===== src/rtl/mem_port_responder.sv =====
// mem_port_responder
// Arbitrates two CPU memory ports onto a single downstream memory port.
// Port A is a read-only instruction port, port B is a read/write data port.
// When both ports request in the same IDLE cycle, the port that was not
// granted last wins.
// All downstream outputs are driven from registers captured at grant time.
//
// Ports:
//   clk, reset_n          clock, synchronous active-low reset
//   mem_addr1, mem_read1  port A request
//   mem_rdata1, resp_a    port A read data and one-cycle completion pulse
//   mem_addr2, mem_read2, mem_write2, mem_wdata2, mem_byte_enable2
//                         port B request (read+write together is a write)
//   mem_rdata2, resp_b    port B read data and one-cycle completion pulse
//   pmem_address, pmem_read, pmem_write, pmem_wdata, pmem_byte_enable
//                         downstream request
//   pmem_rdata, pmem_resp downstream read data and completion
module mem_port_responder (
    input  logic        clk,
    input  logic        reset_n,
    input  logic [15:0] mem_addr1,
    input  logic        mem_read1,
    output logic [15:0] mem_rdata1,
    output logic        resp_a,
    input  logic [15:0] mem_addr2,
    input  logic        mem_read2,
    input  logic        mem_write2,
    input  logic [15:0] mem_wdata2,
    input  logic [1:0]  mem_byte_enable2,
    output logic [15:0] mem_rdata2,
    output logic        resp_b,
    output logic [15:0] pmem_address,
    output logic        pmem_read,
    output logic        pmem_write,
    output logic [15:0] pmem_wdata,
    output logic [1:0]  pmem_byte_enable,
    input  logic [15:0] pmem_rdata,
    input  logic        pmem_resp
);

    typedef enum logic [2:0] {
        IDLE,
        BUSY_A,
        BUSY_B,
        RESP_A,
        RESP_B
    } state_t;

    state_t      state;
    logic        last_grant;   // 0 = port A granted last, 1 = port B
    logic [15:0] addr_q;
    logic [15:0] wdata_q;
    logic [1:0]  be_q;
    logic [15:0] rdata1_q;
    logic [15:0] rdata2_q;

    logic req_a;
    logic req_b;
    logic grant_b;

    assign req_a   = mem_read1;
    assign req_b   = mem_read2 | mem_write2;
    // B wins when alone, or on a conflict when A was granted last.
    assign grant_b = req_b & (~req_a | ~last_grant);

    assign pmem_address     = addr_q;
    assign pmem_wdata       = wdata_q;
    assign pmem_byte_enable = be_q;
    assign mem_rdata1       = rdata1_q;
    assign mem_rdata2       = rdata2_q;

    always_ff @(posedge clk) begin
        if (!reset_n) begin
            state      <= IDLE;
            last_grant <= 1'b0;
            resp_a     <= 1'b0;
            resp_b     <= 1'b0;
            pmem_read  <= 1'b0;
            pmem_write <= 1'b0;
            be_q       <= '0;
            rdata1_q   <= '0;
            rdata2_q   <= '0;
            addr_q     <= '0;
            wdata_q    <= '0;
        end else begin
            resp_a <= 1'b0;
            resp_b <= 1'b0;
            case (state)
                IDLE: begin
                    if (grant_b) begin
                        state      <= BUSY_B;
                        last_grant <= 1'b1;
                        addr_q     <= mem_addr2;
                        wdata_q    <= mem_wdata2;
                        // read+write together is treated as a write
                        if (mem_write2) begin
                            pmem_write <= 1'b1;
                            pmem_read  <= 1'b0;
                            be_q       <= mem_byte_enable2;
                        end else begin
                            pmem_write <= 1'b0;
                            pmem_read  <= 1'b1;
                            be_q       <= 2'b11;
                        end
                    end else if (req_a) begin
                        state      <= BUSY_A;
                        last_grant <= 1'b0;
                        addr_q     <= mem_addr1;
                        pmem_read  <= 1'b1;
                        pmem_write <= 1'b0;
                        be_q       <= 2'b11;
                    end
                end
                BUSY_A: begin
                    if (pmem_resp) begin
                        rdata1_q   <= pmem_rdata;
                        pmem_read  <= 1'b0;
                        pmem_write <= 1'b0;
                        resp_a     <= 1'b1;
                        state      <= RESP_A;
                    end
                end
                BUSY_B: begin
                    if (pmem_resp) begin
                        // pmem_read still holds the captured op here
                        if (pmem_read) begin
                            rdata2_q <= pmem_rdata;
                        end
                        pmem_read  <= 1'b0;
                        pmem_write <= 1'b0;
                        resp_b     <= 1'b1;
                        state      <= RESP_B;
                    end
                end
                RESP_A:  state <= IDLE;
                RESP_B:  state <= IDLE;
                default: state <= IDLE;
            endcase
        end
    end

endmodule


===== config.mk =====
export PLATFORM = sky130hd
export DESIGN_NAME = mem_port_responder
export DESIGN_NICKNAME = d
export VERILOG_FILES = /design/src/rtl/mem_port_responder.sv
export SDC_FILE = /design/constraint.sdc
export NUM_CORES = 1
export LEC_CHECK = 0
export CORE_ASPECT_RATIO = 0.9
export CORE_MARGIN = 2
export CORE_UTILIZATION = 44
export CTS_CLUSTER_DIAMETER = 60
export DETAILED_ROUTE_END_ITERATION = 10
export GPL_TIMING_DRIVEN = 0
export PLACE_DENSITY = 0.9
export SLEW_MARGIN = 40
export SYNTH_ARGS = -nofsm -noshare
export SYNTH_HDL_FRONTEND = slang
export SYNTH_SLANG_ARGS = --single-unit
export TNS_END_PERCENT = 5

===== constraint.sdc =====
create_clock -name clk -period 2.9 [get_ports clk]
set_clock_uncertainty 0.2 [all_clocks]
set_input_delay 0.87 -clock clk [delete_from_list [all_inputs] [get_ports clk]]
set_output_delay 0.87 -clock clk [all_outputs]
set_load 0.02 [all_outputs]

==> results by stage, run 1 <==
STA:
- The highest attainable clock frequency is 0.3957 GHz.
- The worst path uses slightly below 90% of the clock period.
- On the final layout, the worst hold slack is 0.2559 ns.
- The number of setup violations in the final report is 0.
- The final setup slack of the worst path is about 0.37 ns.
- The clock period minus worst slack is ~2.5 ns.
- Setup repair after global routing left no endpoint under its margin.
- The max-slew violation count came to 0.
- The setup TNS is 0 ns.
- For the pin with the worst max-slew slack, the measured transition is approximately 0.54 ns.
- The worst max-slew margin expressed relative to the limit is 64.04%.
- The final count of hold timing violations is 0.

Synthesis:
- Sequential elements use 48.64% of the synthesized area.
- The most used flip-flop cell after synthesis is dfxtp_1.
- In the synthesized netlist the async set-or-reset flop fraction comes to 0%.
- The Yosys step of the flow raised 0 warnings.
- The number of distinct library cells after synthesis is 39.
- The average instance area after synthesis is between 8 and 9 sq um.
- Yosys attributes the largest share of cell area to dfxtp_1 49%, a21oi_1 11%, nand2_1 8.5%.
- Counting every net in the synthesized netlist gives 434.
- The top cell type's share of synthesized area is between 40% and 50%.
- Summing every instance area after synthesis gives between 3000 and 4000 sq um.
- The cell type with the highest aggregate area in the netlist is dfxtp_1.
- The synthesized netlist cell count is around 360.
- The number of enable flip-flop cells after synthesis is 0.
- In this run, synthesis produced a sequential element count of 74.

Floorplanning:
- The standard-cell row count is 28.
- The initial utilization of the core area, before any placement, comes to between 40% and 50%.
- 142 I/O pins were placed.
- Measured along the y axis, the die boundary spans about 83 um.
- Measured along the x axis, the die boundary spans between 90 and 100 um.
- After floorplanning, the core was sized to cover between 6000 and 7000 sq um.
- The floorplan step defined a die boundary enclosing 7604 sq um.

Clock tree:
- Buffers added to address setup during post-CTS repair amount to 0.
- Hold repair after CTS inserted 0 buffers.
- The cell sitting at the root of the clock tree is a clkbuf_8.
- The clock-pin slew on the worst setup and hold paths is about 0.070 ns.
- TritonCTS built the clock tree.
- The H-tree was split into 3 levels.
- The number of clock buffers added by TritonCTS is 9.
- The worst-case clock buffer depth is 2.
- In this run, post-CTS repair resized a total of 0 instances.
- Clock latency on the worst-skew pair, taken at its later pin, is between 0.3 and 0.4 ns.
- For this design, the sink count on the clock tree is 74.

Placed design:
- Before CTS, the worst setup slack after placement is about 0.046 ns.
- The number of placed instances, taps included, is 592.
- The HPWL after detailed placement is approximately 7000 um.
- The number of buffers inserted by port buffering is 140.
- The placer's final routability congestion estimate is approximately 0.8.
- The instance area at placement is 4559 sq um.

Power:
- Dividing total power by cell area gives a power density of roughly 720 nW/um^2.
- The analysis attributes to cell leakage a power of approximately 1.7 nW.
- Across the VDD grid, the largest voltage drop is between 0.4 and 0.5 mV.

Flow run:
- The total of max-cap violations is 0.

GRT:
- Across every metal layer, demand over resource in global routing totals between 20% and 30%.
- The number of global-route vias before repair was ~3,200.
- The number of antenna violations at the first check in global routing is 0.
- The met2 demand-to-capacity share in global routing is ~42%.
- In the global route stage, met1 resource usage came out at roughly 31%.
- Global routing consumed, on the met3 layer, 6.534% of the routing resources.
- The global routing stage identified its most utilized layer as met2.
- The maximum number of pins on one net before global-route repair is 13.
- The global-route wire length before repair is between 15,000 and 20,000 um.
- Global routing finished with a remaining overflow of 0.

Worst setup path:
- For the worst setup path, the data required time is between 2 and 3 ns.
- The category of the worst setup path capture point is a register.
- Along the worst path, the maximum fanout reaches 10.
- STA classifies the critical path startpoint as an input port.
- The critical path is of the input port to register type.
- At the worst endpoint, the arrival time is roughly 2.6 ns.

Final layout:
- The fraction of final layout cells sized beyond drive strength 1 is 7.915%.
- Compared with the post-synthesis result, the final layout area differs by 55.63%.
- The repair_antennas step left the layout with diodes totalling 0.
- For this run, the post-layout net count is between 500 and 600.
- The filler cell count in the final layout is approximately 520.
- The area occupied by multi-input gates is roughly 1400 sq um.
- The most common library cell in the layout ignoring fill and taps is clkdlybuf4s50_1.
- Leaving out fill and tap cells, the most frequent cells in the layout are 140 x clkdlybuf4s50_1, 74 x dfxtp_1, 69 x nand2_1, 67 x a21oi_1, 34 x o21ai_0.
- Across the whole layout, storage elements account for 1481 sq um.
- Leaving out filler cells and counting taps, the final layout contains 608.
- The cell area after layout is 4740 sq um.

Route:
- The post-detailed-route DRC marker count is 0.
- The wire length after detailed routing is about 9500 um.
- Before antenna repair, the detailed router went through 4 iterations.
- The routed via count is ~3,200.
- The via density per instance is 5.337.
- The count of nets left with antenna violations once routing finished came out at 0.
- In the final routed layout, each cell accounts on average for between 15 and 20 um.
- The first routing iteration left between 150 and 200 violations.

Min path:
- The class of the worst hold path is register to register.

Run status:
- The flow ran to the end, and the final reports show no timing, DRC or antenna violations.
==> report_power, final <==
| group | internal, mW | total [mW] | switching [mW] |
|---|---|---|---|
| Combinational | 0.643 | 1.43 | 0.786 |
| Sequential | 1.18 | 1.27 | 0.0898 |
| Clock | 0.353 | 0.724 | 0.371 |
==> logic make-up after synthesis <==
kind of cell / after synthesis / share of synthesized area, %
AO/OA/AOI/OAI: 130 / 26.25
AND/OR/NAND/NOR: 118 / 18.12
flip-flops: 74 / 48.64
buffers and inverters: 38 / 6.368
XOR/XNOR: 1 / 0.2876
multiplexers: 1 / 0.3287
==> worst max-delay path, stage by stage <==
cell and delay, ns:
clkdlybuf4s50_1 0.48, o2bb2ai_1 0.47, clkbuf_1 0.40, nand2_1 0.09
a311oi_1 0.26
==> layer usage <==
metal  routed length [um]  vias to the layer above
met5                    0                        -
met4                  223                        0
met3                  545                       21
met2                 4755                      112
met1                 4020                     1520
li1                     -                     1592
==> cells in the mapped netlist (all sizes together), types with 2 or more instances <==
cell type	number
a21o	2
a21oi	67
a311oi	16
buf	14
clkbuf	20
dfxtp	74
inv	2
nand2	69
nand3	33
nor2	3
nor3	4
o21ai	34
o22ai	2
o311a	2
or3	2
==> through the flow <==
| stage | util, % | power, mW |
|---|---|---|
| floorplan | - | 2.125 |
| global placement | 68.86 | 2.668 |
| detailed placement | 68.86 | 2.710 |
| CTS | 71.58 | 3.431 |
| global route | 71.58 | 3.614 |
| finish | 71.58 | 3.428 |
==> final timing paths <==
check	slack, ns	end	startpoint	cells past startpoint
setup / recovery	0.37	pmem_address[14]$_SDFFE_PN0P_	mem_write2	5
hold / removal	0.26	mem_rdata1[5]$_SDFFE_PN0P_	mem_rdata1[5]$_SDFFE_PN0P_	2
setup reg to reg	0.94	mem_rdata2[8]$_SDFFE_PN0P_	state[0]$_SDFFE_PN0P_	5
hold reg to reg	0.26	mem_rdata1[5]$_SDFFE_PN0P_	mem_rdata1[5]$_SDFFE_PN0P_	2
==> flip-flops by register name, indices dropped and copies added (netlist names) <==
register / flops
mem_rdata2: 16
state: 3
pmem_wdata: 16
pmem_read: 1
mem_rdata1: 16
pmem_byte_enable: 2
pmem_write: 1
pmem_address: 16
last_grant: 1
resp_a: 1
resp_b: 1
==> layout make-up <==
type / count / area share, %
plain buffers: 35 / 3.854
clock buffers: 11 / 3.194
clock inverters: 5 / 0.6072
inverters: 3 / 0.2376
multi-input cells: 250 / 28.91
flip-flops and latches: 74 / 31.26
well taps: 90 / 2.376
repair buffers: 140 / 29.57
(Power assumes the default switching activity.)
==> inputs of run 2 (changes only) <==
--- a/config.mk
+++ b/config.mk
@@ -11,7 +11,7 @@
 export CTS_CLUSTER_DIAMETER = 60
 export DETAILED_ROUTE_END_ITERATION = 10
 export GPL_TIMING_DRIVEN = 0
-export PLACE_DENSITY = 0.9
+export PLACE_DENSITY = 0.85
 export SLEW_MARGIN = 40
 export SYNTH_ARGS = -nofsm -noshare
 export SYNTH_HDL_FRONTEND = slang
==> results by stage, run 2 (same netlist as run 1, synthesis figures left out) <==
Run status:
- The run finished with clean final reports.

STA:
- The max-slew violation count came to 0.
- The setup TNS is 0 ns.
- The worst pin sits at a relative slew slack of 64.85%.
- The final setup slack of the worst path is between 0.3 and 0.4 ns.
- Final hold analysis gives a worst-case slack of ~0.26 ns.
- Setup repair after global routing left no endpoint under its margin.
- The slew of the pin with the lowest slew margin is around 0.52 ns.
- The final count of hold timing violations is 0.
- The number of setup violations in the final report is 0.
- The clock period could shrink to ~2.5 ns.
- The worst path uses between 80% and 90% of the clock period.
- Timing would allow up to roughly 0.40 GHz.

Flow run:
- Across the run, the number of max-cap violations was 0.

Placed design:
- The detailed placement HPWL is between 7000 and 8000 um.
- Routability-driven placement finished with a final weighted congestion of just over 0.8.
- The number of buffers inserted by port buffering is 140.
- Prior to clock tree synthesis, the placed netlist has a worst setup slack of approximately 0.037 ns.

Power:
- The analysis attributes to cell leakage a power of ~1.7 nW.
- The worst IR drop on VDD is around 0.42 mV.
- The power consumption is approximately 3.5 mW.
- The total power per unit cell area is around 740 nW/um^2.

GRT:
- The number of global-route vias before repair is ~3,200.
- In the global route stage, overall resource usage came out at 24.90%.
- The maximum number of pins on one net before global-route repair is 15.
- The first global-routing pass estimated about 15,000 um of wire.
- The number of antenna violations at the first check in global routing came to 0.
- Summed over all layers, the global routing overflow is 0.

Final layout:
- The fraction of final layout cells sized beyond drive strength 1 is 7.915%.
- Across the whole layout, storage elements account for approximately 1500 sq um.
- The number of antenna diodes in the final layout is 0.
- In the final design database the tool counted 585 nets.
- The signed area change from the synthesized netlist to the final layout is 56.33%.
- The library cell used most frequently in the layout, excluding fill and tap cells, is clkdlybuf4s50_1.
- The area occupied by multi-input gates is 1370 sq um.
- In the layout the commonest cells are 140 x clkdlybuf4s50_1, 74 x dfxtp_1, 69 x nand2_1, 67 x a21oi_1, 34 x o21ai_0.
- The layout has around 500 filler cells.

Clock tree:
- The buffers inserted during post-CTS setup optimization is 0.
- The depth of the CTS H-tree is 3.
- The number of buffers created by CTS is 9.
- The clock passes through at most 2 buffers.
- Once the clock tree was built, the resizer swapped 0 gates to a different size.
- The CTS tree is built.
- The count of hold buffers inserted by post-cts repair is 0.
- The number of clock sinks is 74.
- The root buffer cell chosen for the clock tree is clkbuf_8.
- The clock latency reported for the late side of the worst-skew pair is ~0.35 ns.
- The clock-pin slew on the worst setup and hold paths is 0.08 ns.

Worst setup path:
- STA classifies the critical path startpoint as an input port.
- The worst setup path is captured at a register.
- The required time of the critical path is around 3 ns.
- The critical path arrival is around 2.6 ns.
- The highest net fanout along the worst path is 10.
- The critical path is of the input port to register type.

Floorplanning:
- The boundary pin count is around 140.
- The area of the core region is roughly 6600 sq um.
- The die is between 80 and 90 um tall.
- The x dimension of the die is 91.70 um.
- The initial utilization of the core area, before any placement, comes to around 46%.
- The standard-cell row count is 28.
- The die area is 7604 sq um.

Min path:
- The class of the worst hold path is register to register.

Route:
- The via density per instance is 5.363.
- In the final routed layout, each cell accounts on average for 15.67 um.
- Across all layers, the routed design uses ~3,300 vias.
- Summed over all layers, the routed wires come to about 9500 um.
- The initial detailed-routing violation count is approximately 180.
- The post-detailed-route count of antenna-violating nets is 0.
- The pre-antenna-repair detailed-routing pass consisted of 4 iterations.
- After detailed routing, the number of remaining DRC violations is 0.
-- run 2: changes by cell type in the layout (fill, tap and decap cells not counted) --
cell,delta
bufinv_16,+1
clkinvlp_4,+4
clkbuf_8,-2
clkinv_2,-4
inv_6,+2
clkinv_4,-1
-- run 2: path summary, 6_finish.rpt --
kind	cells after the start	end	from	slack, ns
setup / recovery	5	pmem_address[14]$_SDFFE_PN0P_	mem_write2	0.39
hold reg to reg	2	mem_rdata1[14]$_SDFFE_PN0P_	mem_rdata1[14]$_SDFFE_PN0P_	0.26
setup reg to reg	5	mem_rdata2[7]$_SDFFE_PN0P_	state[0]$_SDFFE_PN0P_	1.04
hold / removal	2	mem_rdata1[14]$_SDFFE_PN0P_	mem_rdata1[14]$_SDFFE_PN0P_	0.26
-- run 2: layer usage --
| metal | vias up | part of all wire, % | GRT usage [%] | wire [um] |
|---|---|---|---|---|
| met5 | - | 0 | 0 | 0 |
| met4 | 0 | 2.5 | 11.26 | 240 |
| met3 | 16 | 7.2 | 6.080 | 685 |
| met2 | 120 | 48 | 40.44 | 4534 |
| met1 | 1534 | 43 | 31.29 | 4067 |
| li1 | 1591 | - | - | - |
-- run 2: where the power goes --
group	internal, mW	total [mW]	switching (mW)
registers	1.18	1.27	0.0859
clock network	0.403	0.818	0.415
logic	0.643	1.42	0.781
-- run 2: metrics by stage --
| step | instances | cell area, sq um | utilization [%] |
|---|---|---|---|
| after floorplan | 362 | 3045 | - |
| after global placement | 592 | 4559 | 68.86 |
| after detailed placement | 592 | 4559 | 68.86 |
| after CTS | 608 | 4761 | 71.90 |
| after global routing | 608 | 4761 | 71.90 |
| final | 608 | 4761 | 71.90 |
-- run 2: critical path: stages --
cell             delay, ns
clkdlybuf4s50_1       0.48
o2bb2ai_1             0.46
clkbuf_1              0.40
nand2_1               0.10
a311oi_1              0.25
-- run 2: final cells by class --
class | count | share of cell area (%)
flip-flops and latches | 74 | 31.12
multi-input cells | 250 | 28.78
repair buffers | 140 | 29.43
well taps | 90 | 2.365
clock buffers | 9 | 2.602
plain buffers | 35 | 3.837
clock inverters | 7 | 1.629
inverters | 3 | 0.2365
